<file path="src/rtl/proc_pkg.sv">
// ============================================================================
// Module   : proc_pkg
// Brief    : Shared types and constants for the instruction fetch front end.
// Revision : 1.0 - initial release
// ============================================================================
`default_nettype none

package proc_pkg;

    typedef enum logic [1:0] {
        PC_SEQ  = 2'b00,
        PC_REL  = 2'b01,
        PC_JALR = 2'b10
    } pc_sel_t;

    typedef enum logic [1:0] {
        BOOT  = 2'b00,
        FETCH = 2'b01,
        HOLD  = 2'b10,
        TRAP  = 2'b11
    } fetch_state_t;

    typedef enum logic [1:0] {
        ERR_NONE     = 2'b00,
        ERR_MISALIGN = 2'b01,
        ERR_TIMEOUT  = 2'b10
    } err_t;

    // addi x0, x0, 0
    localparam logic [31:0] NOP_INST = 32'h00000013;

endpackage

`default_nettype wire

</file>
<file path="src/rtl/next_pc_calc.sv">
// ============================================================================
// Module   : next_pc_calc
// Brief    : Combinational next-PC selection for seq / PC-relative / JALR flow.
// Revision : 1.0 - initial release
// ============================================================================
`default_nettype none

module next_pc_calc
    import proc_pkg::*;
(
    input  logic [63:0] Pc,
    input  logic [63:0] Imm,
    input  logic [63:0] Rs1,
    input  logic [1:0]  PcSel,
    output logic [63:0] NextPc,
    output logic        Misaligned
);

    logic [63:0] w_seq;
    logic [63:0] w_rel;
    logic [63:0] w_jalr;

    assign w_seq  = Pc + 64'd4;
    assign w_rel  = Pc + Imm;
    assign w_jalr = Rs1 + Imm;

    // Encoding 11 is not a legal select and falls back to sequential flow.
    always_comb begin
        NextPc = w_seq;
        case (PcSel)
            PC_REL:  NextPc = w_rel;
            PC_JALR: NextPc = {w_jalr[63:1], 1'b0};
            default: NextPc = w_seq;
        endcase
    end

    assign Misaligned = |NextPc[1:0];

endmodule

`default_nettype wire

</file>
<file path="src/rtl/inst_fetch_unit.sv">
// ============================================================================
// Module   : inst_fetch_unit
// Brief    : Multi-cycle fetch front end: PC, instruction register, fetch FSM.
// Revision : 1.0 - initial release
// ============================================================================
`default_nettype none

module inst_fetch_unit
    import proc_pkg::*;
#(
    parameter logic [63:0] RESET_PC = 64'h0,
    parameter int          TIMEOUT  = 16
) (
    input  logic        clk,
    input  logic        reset_n,
    output logic        ImemReq,
    output logic [63:0] ImemAddr,
    input  logic        ImemAck,
    input  logic [31:0] ImemData,
    output logic [31:0] Inst,
    output logic        InstValid,
    input  logic [63:0] Imm,
    input  logic [63:0] Rs1,
    input  logic [1:0]  PcSel,
    input  logic        Advance,
    output logic [63:0] Pc,
    output logic [63:0] PcPlus4,
    output logic [1:0]  ErrCode
);

    localparam int                c_CNT_W    = $clog2(TIMEOUT);
    localparam logic [c_CNT_W-1:0] c_CNT_LAST = c_CNT_W'(TIMEOUT - 1);

    fetch_state_t       r_state,      w_state;
    logic [63:0]        r_pc,         w_pc;
    logic [31:0]        r_inst,       w_inst;
    logic               r_inst_valid, w_inst_valid;
    logic               r_req,        w_req;
    err_t               r_err,        w_err;
    logic [c_CNT_W-1:0] r_cnt,        w_cnt;

    logic [63:0]        w_next_pc;
    logic               w_misaligned;

    next_pc_calc u_next_pc_calc (
        .Pc         (r_pc),
        .Imm        (Imm),
        .Rs1        (Rs1),
        .PcSel      (PcSel),
        .NextPc     (w_next_pc),
        .Misaligned (w_misaligned)
    );

    always_ff @(posedge clk or negedge reset_n) begin
        if (!reset_n) begin
            r_state      <= BOOT;
            r_pc         <= RESET_PC;
            r_inst       <= NOP_INST;
            r_inst_valid <= 1'b0;
            r_req        <= 1'b0;
            r_err        <= ERR_NONE;
            r_cnt        <= '0;
        end else begin
            r_state      <= w_state;
            r_pc         <= w_pc;
            r_inst       <= w_inst;
            r_inst_valid <= w_inst_valid;
            r_req        <= w_req;
            r_err        <= w_err;
            r_cnt        <= w_cnt;
        end
    end

    always_comb begin
        w_state      = r_state;
        w_pc         = r_pc;
        w_inst       = r_inst;
        w_inst_valid = r_inst_valid;
        w_req        = r_req;
        w_err        = r_err;
        w_cnt        = r_cnt;
        case (r_state)
            // Request is registered, so it first appears one clock after BOOT.
            BOOT: begin
                w_state = FETCH;
                w_req   = 1'b1;
            end
            FETCH: begin
                if (ImemAck) begin
                    w_inst       = ImemData;
                    w_inst_valid = 1'b1;
                    w_req        = 1'b0;
                    w_cnt        = '0;
                    w_state      = HOLD;
                end else if (r_cnt == c_CNT_LAST) begin
                    w_req        = 1'b0;
                    w_err        = ERR_TIMEOUT;
                    w_inst       = NOP_INST;
                    w_inst_valid = 1'b0;
                    w_cnt        = '0;
                    w_state      = TRAP;
                end else begin
                    w_cnt = r_cnt + c_CNT_W'(1);
                end
            end
            HOLD: begin
                if (Advance) begin
                    w_inst_valid = 1'b0;
                    if (w_misaligned) begin
                        w_err   = ERR_MISALIGN;
                        w_inst  = NOP_INST;
                        w_state = TRAP;
                    end else begin
                        w_pc    = w_next_pc;
                        w_req   = 1'b1;
                        w_state = FETCH;
                    end
                end
            end
            default: begin
                w_state = TRAP;
            end
        endcase
    end

    assign ImemReq   = r_req;
    assign ImemAddr  = r_pc;
    assign Inst      = r_inst;
    assign InstValid = r_inst_valid;
    assign Pc        = r_pc;
    assign PcPlus4   = r_pc + 64'd4;
    assign ErrCode   = r_err;

endmodule

`default_nettype wire

</file>
<file path="config.mk">
export PLATFORM = sky130hd
export DESIGN_NAME = inst_fetch_unit
export DESIGN_NICKNAME = d
export VERILOG_FILES = /design/src/rtl/proc_pkg.sv /design/src/rtl/next_pc_calc.sv /design/src/rtl/inst_fetch_unit.sv
export SDC_FILE = /design/constraint.sdc
export NUM_CORES = 1
export LEC_CHECK = 0
export ABC_AREA = 1
export CAP_MARGIN = 20
export CORE_MARGIN = 2
export CORE_UTILIZATION = 49
export DETAILED_ROUTE_END_ITERATION = 12
export PLACE_DENSITY = 0.79
export SLEW_MARGIN = 20
export SYNTH_ARGS = -nofsm -noshare
export SYNTH_HDL_FRONTEND = slang
export SYNTH_SLANG_ARGS = --single-unit
export TNS_END_PERCENT = 1
</file>
<file path="constraint.sdc">
create_clock -name clk -period 2.3 [get_ports clk]
set_clock_uncertainty 0.1 [all_clocks]
set_input_delay 0.46 -clock clk [delete_from_list [all_inputs] [get_ports clk]]
set_output_delay 0.46 -clock clk [all_outputs]
set_load 0.005 [all_outputs]
</file>
==> results of run 1 <==
[synthesized netlist by cell type (all sizes together)]
master,n
nand4,24
dlygate4sd1,2
dfrtp,103
a32oi,1
nand2,1232
ha,129
a22oi,1
o211ai,1
o31ai,1
buf,83
a21o,5
a211oi,1
o21bai,24
a21oi,191
o21ai,187
dfstp,3
clkdlybuf4s50,1
o21a,1
nor2,340
nor4,10
clkbuf,29
nand3b,19
or2,29
a31oi,1
inv,617
xnor2,26
fa,2
clkinv,2
nor3,59
o22ai,10
nand3,297
xor2,42
and3,2
[per-stage QoR]
| step | hold WS [ns] | utilization (%) | worst slack, ns | instances | setup TNS, ns |
|---|---|---|---|---|---|
| 2_1_floorplan | 0.06441 | - | -0.02259 | 3475 | -0.4652 |
| 3_3_place_gp | 0.2445 | 74.79 | -0.9518 | 4989 | -102.49 |
| 3_5_place_dp | 0.2472 | 74.79 | -0.9643 | 4989 | -107.67 |
| 4_1_cts | 0.3565 | 81.56 | -0.5783 | 5076 | -42.87 |
[cell families after synthesis]
family,after synthesis,share of synthesized area (%)
AOI/OAI and AO/OA,424,12.05
xor gates and xnor gates,68,3.292
adders and majority gates,131,8.917
buffers and inverters,734,16.34
DFF,106,14.32
and+or+nand+nor,2012,45.07
[timing repair]
item	CTS
pin swaps	121
setup endpoints to repair	160
cloned	0
hold buffers	1
endpoints found under the hold margin	7
setup buffers	71
resized for setup	609
[routing by layer]
layer	GRT usage (%)	overflow
met3	66.84	14
met2	89.04	20
met1	78.21	24
met5	60.03	0
met4	66.89	15
==> summary by stage, run 1 <==
Clock network
The number of sinks handled by clock tree synthesis is 106. The root buffer selected by CTS is sky130_fd_sc_hd__clkbuf_16. The total clock buffers created by CTS is 9. In this run the number of H-tree levels came out at 3. The maximum clock path buffer count is 2.

Placement
The congestion estimate from routability-driven global placement came to 1.065. The cell area after placement is 28040 sq um. The count of buffers from port buffering is 393.

The half-perimeter wire length after placement is 79790 um.

Synth
For this run, the register share of the synthesized area comes to 14.32%. The number of nets handed over by synthesis was 3772. Summed over its instances, the top area cell type makes up 24.71% of the synthesized netlist area. After synthesis, the mean cell area works out to 5.338 sq um. Ranked by total cell area, the synthesized netlist is headed by sky130_fd_sc_hd__nand2_1 (25%), sky130_fd_sc_hd__dfrtp_1 (14%), sky130_fd_sc_hd__inv_1 (12%), sky130_fd_sc_hd__ha_1 (8.7%), sky130_fd_sc_hd__nand3_1 (8.0%). The synthesized cell area is 18550 sq um. Synthesis produced a netlist whose cell count is 3475.

The synthesized netlist contains 48 unique library cells. The total of warnings raised by yosys is 0. The most area-hungry cell type in the Yosys netlist is sky130_fd_sc_hd__nand2_1.

After synthesis the netlist holds a flip-flop and latch count of 106.

Global routing
The total routing usage reported by global routing is 76.81%. The largest net degree at the start of global routing is 56. The total overflow reported by the global router is 73.

Die
The effective utilization at floorplan is 49.48%. In this run the core area contains 71 standard-cell rows. The number of top-level pins is 394. In this run the horizontal extent of the chip is 198.6 um. The die is 198.6 um tall.

Run status
The flow stopped in global routing. The tool reported: "[ERROR GRT-0232] Routing congestion too high. Check the congestion heatmap in the GUI". The flow did not finish.

Timing
After the last repair the worst path ends at a top-level output. The last worst endpoint in the global-route repair_timing is PcPlus4[36].
==> run 2: changes to the inputs <==
--- a/config.mk
+++ b/config.mk
@@ -8,9 +8,9 @@
 export ABC_AREA = 1
 export CAP_MARGIN = 20
 export CORE_MARGIN = 2
-export CORE_UTILIZATION = 49
+export CORE_UTILIZATION = 40
 export DETAILED_ROUTE_END_ITERATION = 12
-export PLACE_DENSITY = 0.79
+export PLACE_DENSITY_LB_ADDON = 0.15
 export SLEW_MARGIN = 20
 export SYNTH_ARGS = -nofsm -noshare
 export SYNTH_HDL_FRONTEND = slang
==> constraint.sdc (replaced) <==
create_clock -name clk -period 3 [get_ports clk]
set_clock_uncertainty 0.1 [all_clocks]
set_input_delay 0.6 -clock clk [delete_from_list [all_inputs] [get_ports clk]]
set_output_delay 0.6 -clock clk [all_outputs]
set_load 0.005 [all_outputs]
==> run 2 against run 1 <==
  * The flow now finishes, with violations (negative setup slack)
  * Synthesized area did not move
  * Synthesized cell count did not move
==> summary by stage, run 2 <==
Run status
Status: finished with violations (was did not finish). The final reports fail on negative setup slack.

Global routing
The initial antenna violation count is 0. The total overflow reported by the global router is 0. Global routing consumed, over all layers together, 38.64% of the routing resources. The number of global-route vias before repair was 24634. Entering global routing, the biggest net connects 59 pins.

The wire length of the first global-routing pass is 138800 um.

Power
The analysis attributes to net switching a power of 10.36 mW. The sum of internal, switching and leakage power is 21.35 mW. The part of the power in registers is 13.3%. Per report_power, the combinational group accounts for 80.4% of the total.

The leakage power is 16.28 nW. The clock network is responsible for 6.2% of the overall power. The internal power of the cells totals 10.99 mW.

The fraction of power spent switching nets is 48.53%. The peak supply drop is 569.6 uV. The power density over cell area is 723.5 nW/um^2.

Synth
The synthesized cell area is 18550 sq um (unchanged). Post-synth top cells: sky130_fd_sc_hd__nand2_1 (1221), sky130_fd_sc_hd__inv_1 (610), sky130_fd_sc_hd__nor2_1 (328), sky130_fd_sc_hd__nand3_1 (296), sky130_fd_sc_hd__a21oi_1 (191) (unchanged). The synthesized instance count is 3475 (unchanged).

The number of synthesized flops with an enable pin came to 0 (unchanged). The number of nets produced by synthesis is 3772 (unchanged). The most area-hungry cell type in the Yosys netlist is sky130_fd_sc_hd__nand2_1 (unchanged). The cell with the most instances after synthesis is sky130_fd_sc_hd__nand2_1 (unchanged). The main flop type after synthesis was sky130_fd_sc_hd__dfrtp_1 (unchanged). The total of warnings raised by yosys is 0 (unchanged). The number of library cell types mapped by synthesis is 48 (unchanged). Top cells by area, synth: sky130_fd_sc_hd__nand2_1 (25%), sky130_fd_sc_hd__dfrtp_1 (14%), sky130_fd_sc_hd__inv_1 (12%), sky130_fd_sc_hd__ha_1 (8.7%), sky130_fd_sc_hd__nand3_1 (8.0%) (unchanged). The mean area per synthesized cell is 5.338 sq um (unchanged). The area fraction of the dominant cell type after synthesis was 24.71% (unchanged). The sequential share of the synthesized area is 14.32% (unchanged). The register bit count reported by yosys is 106 (unchanged).

The share of synthesized registers carrying an async set or reset came to 100.0% (unchanged).

Drt
Using the TritonRoute via totals, the vias-per-cell ratio works out to 5.110. The detailed-route DRC error count is 0. The routed design has 94150 um of wire. In the final routed layout, each cell accounts on average for 18.47 um. In this run the remaining antenna-violating nets after routing total 0. The iteration count of the initial detailed-routing pass is 6. The DRC marker count from the first detailed-route iteration is 2295.

The count of vias placed by the detailed router is 26047.

Critical path
On the critical path, the stage with the largest delay is an instance of sky130_fd_sc_hd__dfrtp_1. Data on the critical path is required at its endpoint by 2.30 ns. The critical path goes through buf_4 -> nand4_1 -> inv_2 -> buf_4 -> nand2_1 -> nor2_2 -> buf_4 -> buf_4 -> nand3_1 -> xor2_1 -> dlygate4sd2_1. The kind of critical path is reg2out.

The worst setup path is captured at an output pin. On the critical path the largest part of the delay comes from buffers and inverters. The startpoint class of the critical path is a register. The most prevalent standard cell on the critical path is sky130_fd_sc_hd__buf_4. At the worst endpoint, the arrival time is 2.60 ns. The stage delay of the slowest cell on the critical path is 0.45 ns. Together, buffers and inverters on the worst path number 6. In this run the worst path has a maximum fanout of 5.

Cells and area
The library cell used most frequently in the layout, excluding fill and tap cells, is sky130_fd_sc_hd__nand2_1. After filler insertion, the fill cell instance count of the layout stands at 4486. Leaving out fill and tap cells, the most frequent cells in the layout are sky130_fd_sc_hd__nand2_1 (1194), sky130_fd_sc_hd__buf_4 (708), sky130_fd_sc_hd__inv_1 (602). The register with the most flip-flops in the layout has 64 of them. Of the cells placed in the final design, the portion with a size suffix greater than 1 is 23.09%. The summed area of non-filler cells in the final layout is 29500 sq um. The share of the core filled with cells is 64.73%. The number of standard cells in the final layout excluding fillers is 5097. The multi-input combinational cells in the finished layout cover a total of 13930 sq um.

In the final layout, flip-flops and latches occupy 2671 sq um. After the last flow step, the layout net total stands at 4788. The area growth from synthesis to layout is 59.04%.

Timing
After layout, the worst setup slack is -0.3041 ns. The accumulated negative setup slack is -2.716 ns. The final clock period utilization by the worst path is 110.1%.

The final hold slack is 0.4018 ns. The final count of hold timing violations is 0. The achievable frequency is 302.7 MHz. At the pin with the least slew margin, the transition time is 0.5485 ns. The worst max-slew margin expressed relative to the limit is 63.44%. Setup repair after global routing could not meet its margin everywhere. Setup violations remaining at the end of the flow were counted as 21. The number of max-slew violations in the final report is 0. The post-layout minimum cycle time is 3.304 ns.

Hold path
In this run the worst hold path is classified as reg2reg.

Clock network
The total clock buffers created by CTS is 9 (unchanged). The root buffer selected by CTS is sky130_fd_sc_hd__clkbuf_16 (unchanged). The count of H-tree levels built during CTS is 3 (unchanged). After clock tree synthesis, the clock-pin slew on the worst setup and hold paths is 0.10 ns. The clock reaches the later pin of the worst-skew pair after 0.41 ns. The number of sinks handled by clock tree synthesis is 106 (unchanged).

The maximum clock path buffer count is 2 (unchanged). The CTS tree is done.

Die
The total die area is 48110 sq um. The number of rows created at floorplan was 78 (was 71). The horizontal die dimension is 219.3 um (was 198.6 um). The area of the core is 45580 sq um. The effective utilization at floorplan is 40.70% (was 49.48%). The die height is 219.3 um (was 198.6 um). The number of top-level pins is 394 (unchanged).

Flow run
The tool flagged a number of max-cap violations equal to 0.

Placement
The half-perimeter wire length after placement was 80090 um (was 79790 um). The routability congestion estimate from global placement is 1.039 (was 1.065). The instance count after placement with tap cells included was 5035 (was 4989). The pre-CTS setup slack is -0.4557 ns (was -0.9643 ns). The count of buffers from port buffering is 393 (unchanged). The cell area after placement was 27750 sq um (was 28040 sq um).
-- run 2: worst paths after layout --
kind,from,to,slack [ns],cells after the start
setup reg to reg,ImemAddr[9],ImemAddr[29],0.11,17
setup / recovery,ImemAddr[30],PcPlus4[43],-0.30,11
min in group asynchronous,reset_n,ImemAddr[4],0.53,2
hold reg to reg,ErrCode[1],ErrCode[1],0.40,2
hold / removal,ErrCode[1],ErrCode[1],0.40,2
max in group asynchronous,reset_n,Inst[4],1.51,3
-- run 2: layer usage --
layer | part of all wire [%] | wire [um] | global-route usage, % | vias to the layer above
met5 | 0 | 0 | 0 | -
met4 | 5.3 | 4979 | 18.99 | 0
met3 | 9.8 | 9266 | 8.025 | 220
met2 | 43 | 40540 | 60.58 | 1218
met1 | 42 | 39360 | 50.28 | 11762
li1 | - | - | - | 12847
-- run 2: logic make-up (layout without fill, tap and decap cells) --
family | after synthesis | count (layout) | synth area share (%)
DFF | 106 | 106 | 14.32
other | 0 | 1 | 0
and+or+nand+nor | 2012 | 2012 | 45.07
xor gates and xnor gates | 68 | 68 | 3.292
AOI/OAI and AO/OA | 424 | 424 | 12.05
buffers and inverters | 734 | 1755 | 16.34
adders and majority gates | 131 | 131 | 8.917
-- run 2: what timing repair did --
item	CTS	global route
gates resized for setup	198	163
endpoints found under the hold margin	18	0
pin swaps	41	26
endpoints found under the setup margin	54	103
hold buffers	1	0
buffers inserted	41	3
-- run 2: power by group through the flow --
stage	combinational [mW]	clock [mW]	sequential, mW
2_1_floorplan	7.06	0	2.97
3_3_place_gp	16.0	0	2.80
3_5_place_dp	16.1	0	2.80
4_1_cts	16.5	1.34	2.78
5_1_grt	18.6	1.38	2.90
6_report	17.2	1.33	2.84
-- run 2: worst min-delay path, cell delays in order, from the launching register on --
cell and delay (ns):
sky130_fd_sc_hd__dfrtp_1 0.35, sky130_fd_sc_hd__nand2_1 0.05, sky130_fd_sc_hd__o21ai_0 0.07
-- run 2: area by class of cell --
cell class / count / area share [%]
multi-input cells: 2635 / 47.23
repair buffers: 1120 / 32.25
flip-flops and latches: 106 / 9.055
inverters: 619 / 7.876
well taps: 600 / 2.545
clock buffers: 10 / 0.8101
clock inverters: 6 / 0.2333
diodes: 1 / 0.008482
(Power assumes the default switching activity.)
==> run 3: changes to the inputs <==
--- a/config.mk
+++ b/config.mk
@@ -9,6 +9,7 @@
 export CAP_MARGIN = 20
 export CORE_MARGIN = 2
 export CORE_UTILIZATION = 40
+export CTS_CLUSTER_SIZE = 25
 export DETAILED_ROUTE_END_ITERATION = 12
 export PLACE_DENSITY_LB_ADDON = 0.15
 export SLEW_MARGIN = 20
==> results of run 3 <==
Same layout as run 2: the final DEF is identical, and so are final timing and power.
==> run 4: changes to the inputs <==
--- a/config.mk
+++ b/config.mk
@@ -7,11 +7,14 @@
 export LEC_CHECK = 0
 export ABC_AREA = 1
 export CAP_MARGIN = 20
+export CORE_ASPECT_RATIO = 0.8
 export CORE_MARGIN = 2
 export CORE_UTILIZATION = 40
+export CTS_BUF_LIST = sky130_fd_sc_hd__clkbuf_16
 export CTS_CLUSTER_SIZE = 25
 export DETAILED_ROUTE_END_ITERATION = 12
 export PLACE_DENSITY_LB_ADDON = 0.15
+export SKIP_CTS_REPAIR_TIMING = 1
 export SLEW_MARGIN = 20
 export SYNTH_ARGS = -nofsm -noshare
 export SYNTH_HDL_FRONTEND = slang
==> run 4 against run 3 <==
  * The run still ends with negative setup slack left
  * Core utilization grew 0.34 points
  * Global-route usage fell by 0.080 points
  * Hold slack lost 0.32 ns
  * Power shrank 0.14%
  * Largest cell class unchanged
==> summary by stage, run 4 (same netlist as run 2, synthesis figures left out) <==
Power
The net switching component of the power came to 10.36 mW (about the same). The part of the power in registers was 13.0% (was 13.3%). The internal power is 10.96 mW (was 10.99 mW). The power density over cell area was 716.5 nW/um^2 (was 723.5 nW/um^2).

The leakage power is 16.43 nW (was 16.28 nW). The sum of internal, switching and leakage power is 21.31 mW (was 21.35 mW). The fraction of power spent switching nets is 48.58% (was 48.53%). The clock network fraction of total power is 5.9% (was 6.2%). The part of the power in combinational logic is 81.1% (was 80.4%).

The peak supply drop is 548.7 uV (was 569.6 uV).

Timing
The final clock period utilization by the worst path was 110.2% (was 110.1%). The achievable frequency came to 302.6 MHz (was 302.7 MHz). The post-route worst setup slack was -0.3051 ns (was -0.3041 ns). The pin slew with the least headroom to its limit is 0.6393 ns (was 0.5485 ns). Setup repair after global routing missed its margin: yes (unchanged). The worst max-slew margin expressed relative to the limit is 57.38% (was 63.44%). The number of max-slew violations in the final report was 0 (unchanged). The final number of setup-violating endpoints was 24 (was 21). The post-layout minimum cycle time is 3.305 ns (was 3.304 ns). The final hold slack is 0.08150 ns (was 0.4018 ns). The final count of hold timing violations is 0 (unchanged). The accumulated negative setup slack is -4.294 ns (was -2.716 ns).

Clock network
The clock slew at the register clock pins of the worst setup and hold paths was 0.08 ns (was 0.10 ns). The count of H-tree levels built during CTS is 3 (unchanged). The root buffer selected by CTS is sky130_fd_sc_hd__clkbuf_16 (unchanged). The maximum clock path buffer count is 2 (unchanged). The number of sinks handled by clock tree synthesis is 106 (unchanged). The total clock buffers created by CTS is 9 (unchanged). The clock latency at the later pin of the worst-skew pair came to 0.40 ns (was 0.41 ns). The CTS tree is done (unchanged).

Global routing
The initial antenna violation count is 1 (was 0). The largest net degree at the start of global routing is 43 (was 59). The total routing usage reported by global routing is 38.56% (was 38.64%). The total overflow reported by the global router came to 0 (unchanged).

The number of global-route vias before repair is 23734 (was 24634). The wire length of the first global-routing pass is 139100 um (was 138800 um).

Die
The number of top-level pins came to 394 (unchanged). The horizontal die dimension is 244.8 um (was 219.3 um). The number of rows created at floorplan is 70 (was 78). The die height is 196.6 um (was 219.3 um). The total die area is 48120 sq um (was 48110 sq um).

The effective utilization at floorplan is 40.57% (was 40.70%). The area of the core came to 45720 sq um (was 45580 sq um).

Drt
The iteration count of the initial detailed-routing pass is 8 (was 6). The count of vias placed by the detailed router is 25963 (was 26047). The count of nets left with antenna violations after detail routing is 0 (unchanged). The overall routed net length was 95310 um (was 94150 um).

The DRC marker count from the first detailed-route iteration is 2622 (was 2295). The detailed-route DRC error count is 0 (unchanged). The post-detailed-route wirelength per cell came to 18.64 um (was 18.47 um). The ratio of routed vias to standard cells is 5.078 (was 5.110).

Critical path
The data arrival time of the critical path is 2.61 ns (was 2.60 ns). The maximum fanout along the worst path is 4 (was 5). The startpoint of the worst register-to-register path was ImemAddr[9] (unchanged). The kind of critical path is reg2out (unchanged). The required time reported for the critical path endpoint was 2.30 ns (about the same). The worst setup slack for register-to-register paths came to 0.16 ns (was 0.11 ns). The critical register-to-register path endpoint was ImemAddr[63] (was ImemAddr[29]). The startpoint class of the critical path is a register (unchanged).

The kind of end point of the critical path is an output pin (unchanged). The worst-case reg-to-reg path depth came to 18 (was 17).

Placement
The half-perimeter wire length after placement was 82750 um (was 80090 um). The pre-CTS setup slack is -0.6174 ns (was -0.4557 ns). The instance count after placement with tap cells included is 5083 (was 5035).

The routability congestion estimate from global placement is 1.018 (was 1.039). The count of buffers from port buffering is 393 (unchanged).

Cells and area
The area growth from synthesis to layout came to 60.38% (was 59.04%). The antenna cell count is 0 (was 1). The final net count is 4793 (was 4788). The flip-flop count of the largest register after layout came to 64 (unchanged).

The most common cell after layout, fill and taps aside is sky130_fd_sc_hd__nand2_1 (unchanged). The number of standard cells in the final layout excluding fillers is 5113 (was 5097). The fraction of layout instances using a drive strength above 1 came to 23.91% (was 23.09%).

Most frequent cells in the layout: sky130_fd_sc_hd__nand2_1 (1193), sky130_fd_sc_hd__buf_4 (715), sky130_fd_sc_hd__inv_1 (605) (was sky130_fd_sc_hd__nand2_1 (1194), sky130_fd_sc_hd__buf_4 (708), sky130_fd_sc_hd__inv_1 (602)).

Flow run
The max-cap check violation count was 0 (unchanged).

Run status
Status: finished with violations (unchanged). Violations in the final reports: negative setup slack (unchanged).

Hold path
The class of the most critical hold timing path is in2async (was reg2reg).
## run 4: worst max-delay path by stage
stage	startpoint	cells past startpoint	end
final	ImemAddr[9]	9	PcPlus4[58]
after floorplan	ImemAddr[2]	10	PcPlus4[44]
after global routing	ImemAddr[9]	10	PcPlus4[38]
after detailed placement	Imm[2]	18	ImemAddr[61]
after global placement	Imm[2]	18	ImemAddr[61]
after CTS	ImemAddr[24]	11	PcPlus4[61]
## run 4: metrics by stage
step                      utilization, %  area, sq um
after CTS                          62.10        28390
after global routing               65.07        29750
final                              65.07        29750
after floorplan                        -        18550
after detailed placement           61.48        28110
after global placement             61.48        28110
## run 4: power by group through the flow
stage          clock [mW]  sequential, mW  combinational, mW
2_1_floorplan           0            2.97               7.06
3_3_place_gp            0            2.72               16.2
3_5_place_dp            0            2.72               16.3
4_1_cts              1.26            2.70               16.4
5_1_grt              1.31            2.84               18.7
6_report             1.25            2.77               17.3
## run 4: layer usage
metal,part of all wire (%),wire (um),GRT usage (%),up-vias
li1,-,-,-,12864
met1,46,43920,57.00,11882
met2,41,39250,57.38,1120
met3,10,9640,6.822,97
met4,2.6,2503,9.688,0
met5,0,0,0,-
## run 4: worst max-delay path, cell delays in order, from the launching register on
cell and delay, ns:
sky130_fd_sc_hd__dfrtp_1 0.45, sky130_fd_sc_hd__nand2_1 0.14, sky130_fd_sc_hd__nor3_4 0.20, sky130_fd_sc_hd__nand2_2 0.12, sky130_fd_sc_hd__buf_4 0.18, sky130_fd_sc_hd__inv_1 0.07, sky130_fd_sc_hd__nand2_1 0.12, sky130_fd_sc_hd__nor2_2 0.18
sky130_fd_sc_hd__xor2_1 0.22, sky130_fd_sc_hd__clkdlybuf4s50_1 0.54
## run 4: final cells by class
cell class              count  area (sq um)
inverters                 619          2323
clock inverters             7         60.06
repair buffers           1125          9674
clock buffers               9         225.2
fillers                  4556         15970
flip-flops and latches    106          2674
multi-input cells        2635         14030
well taps                 612         765.7
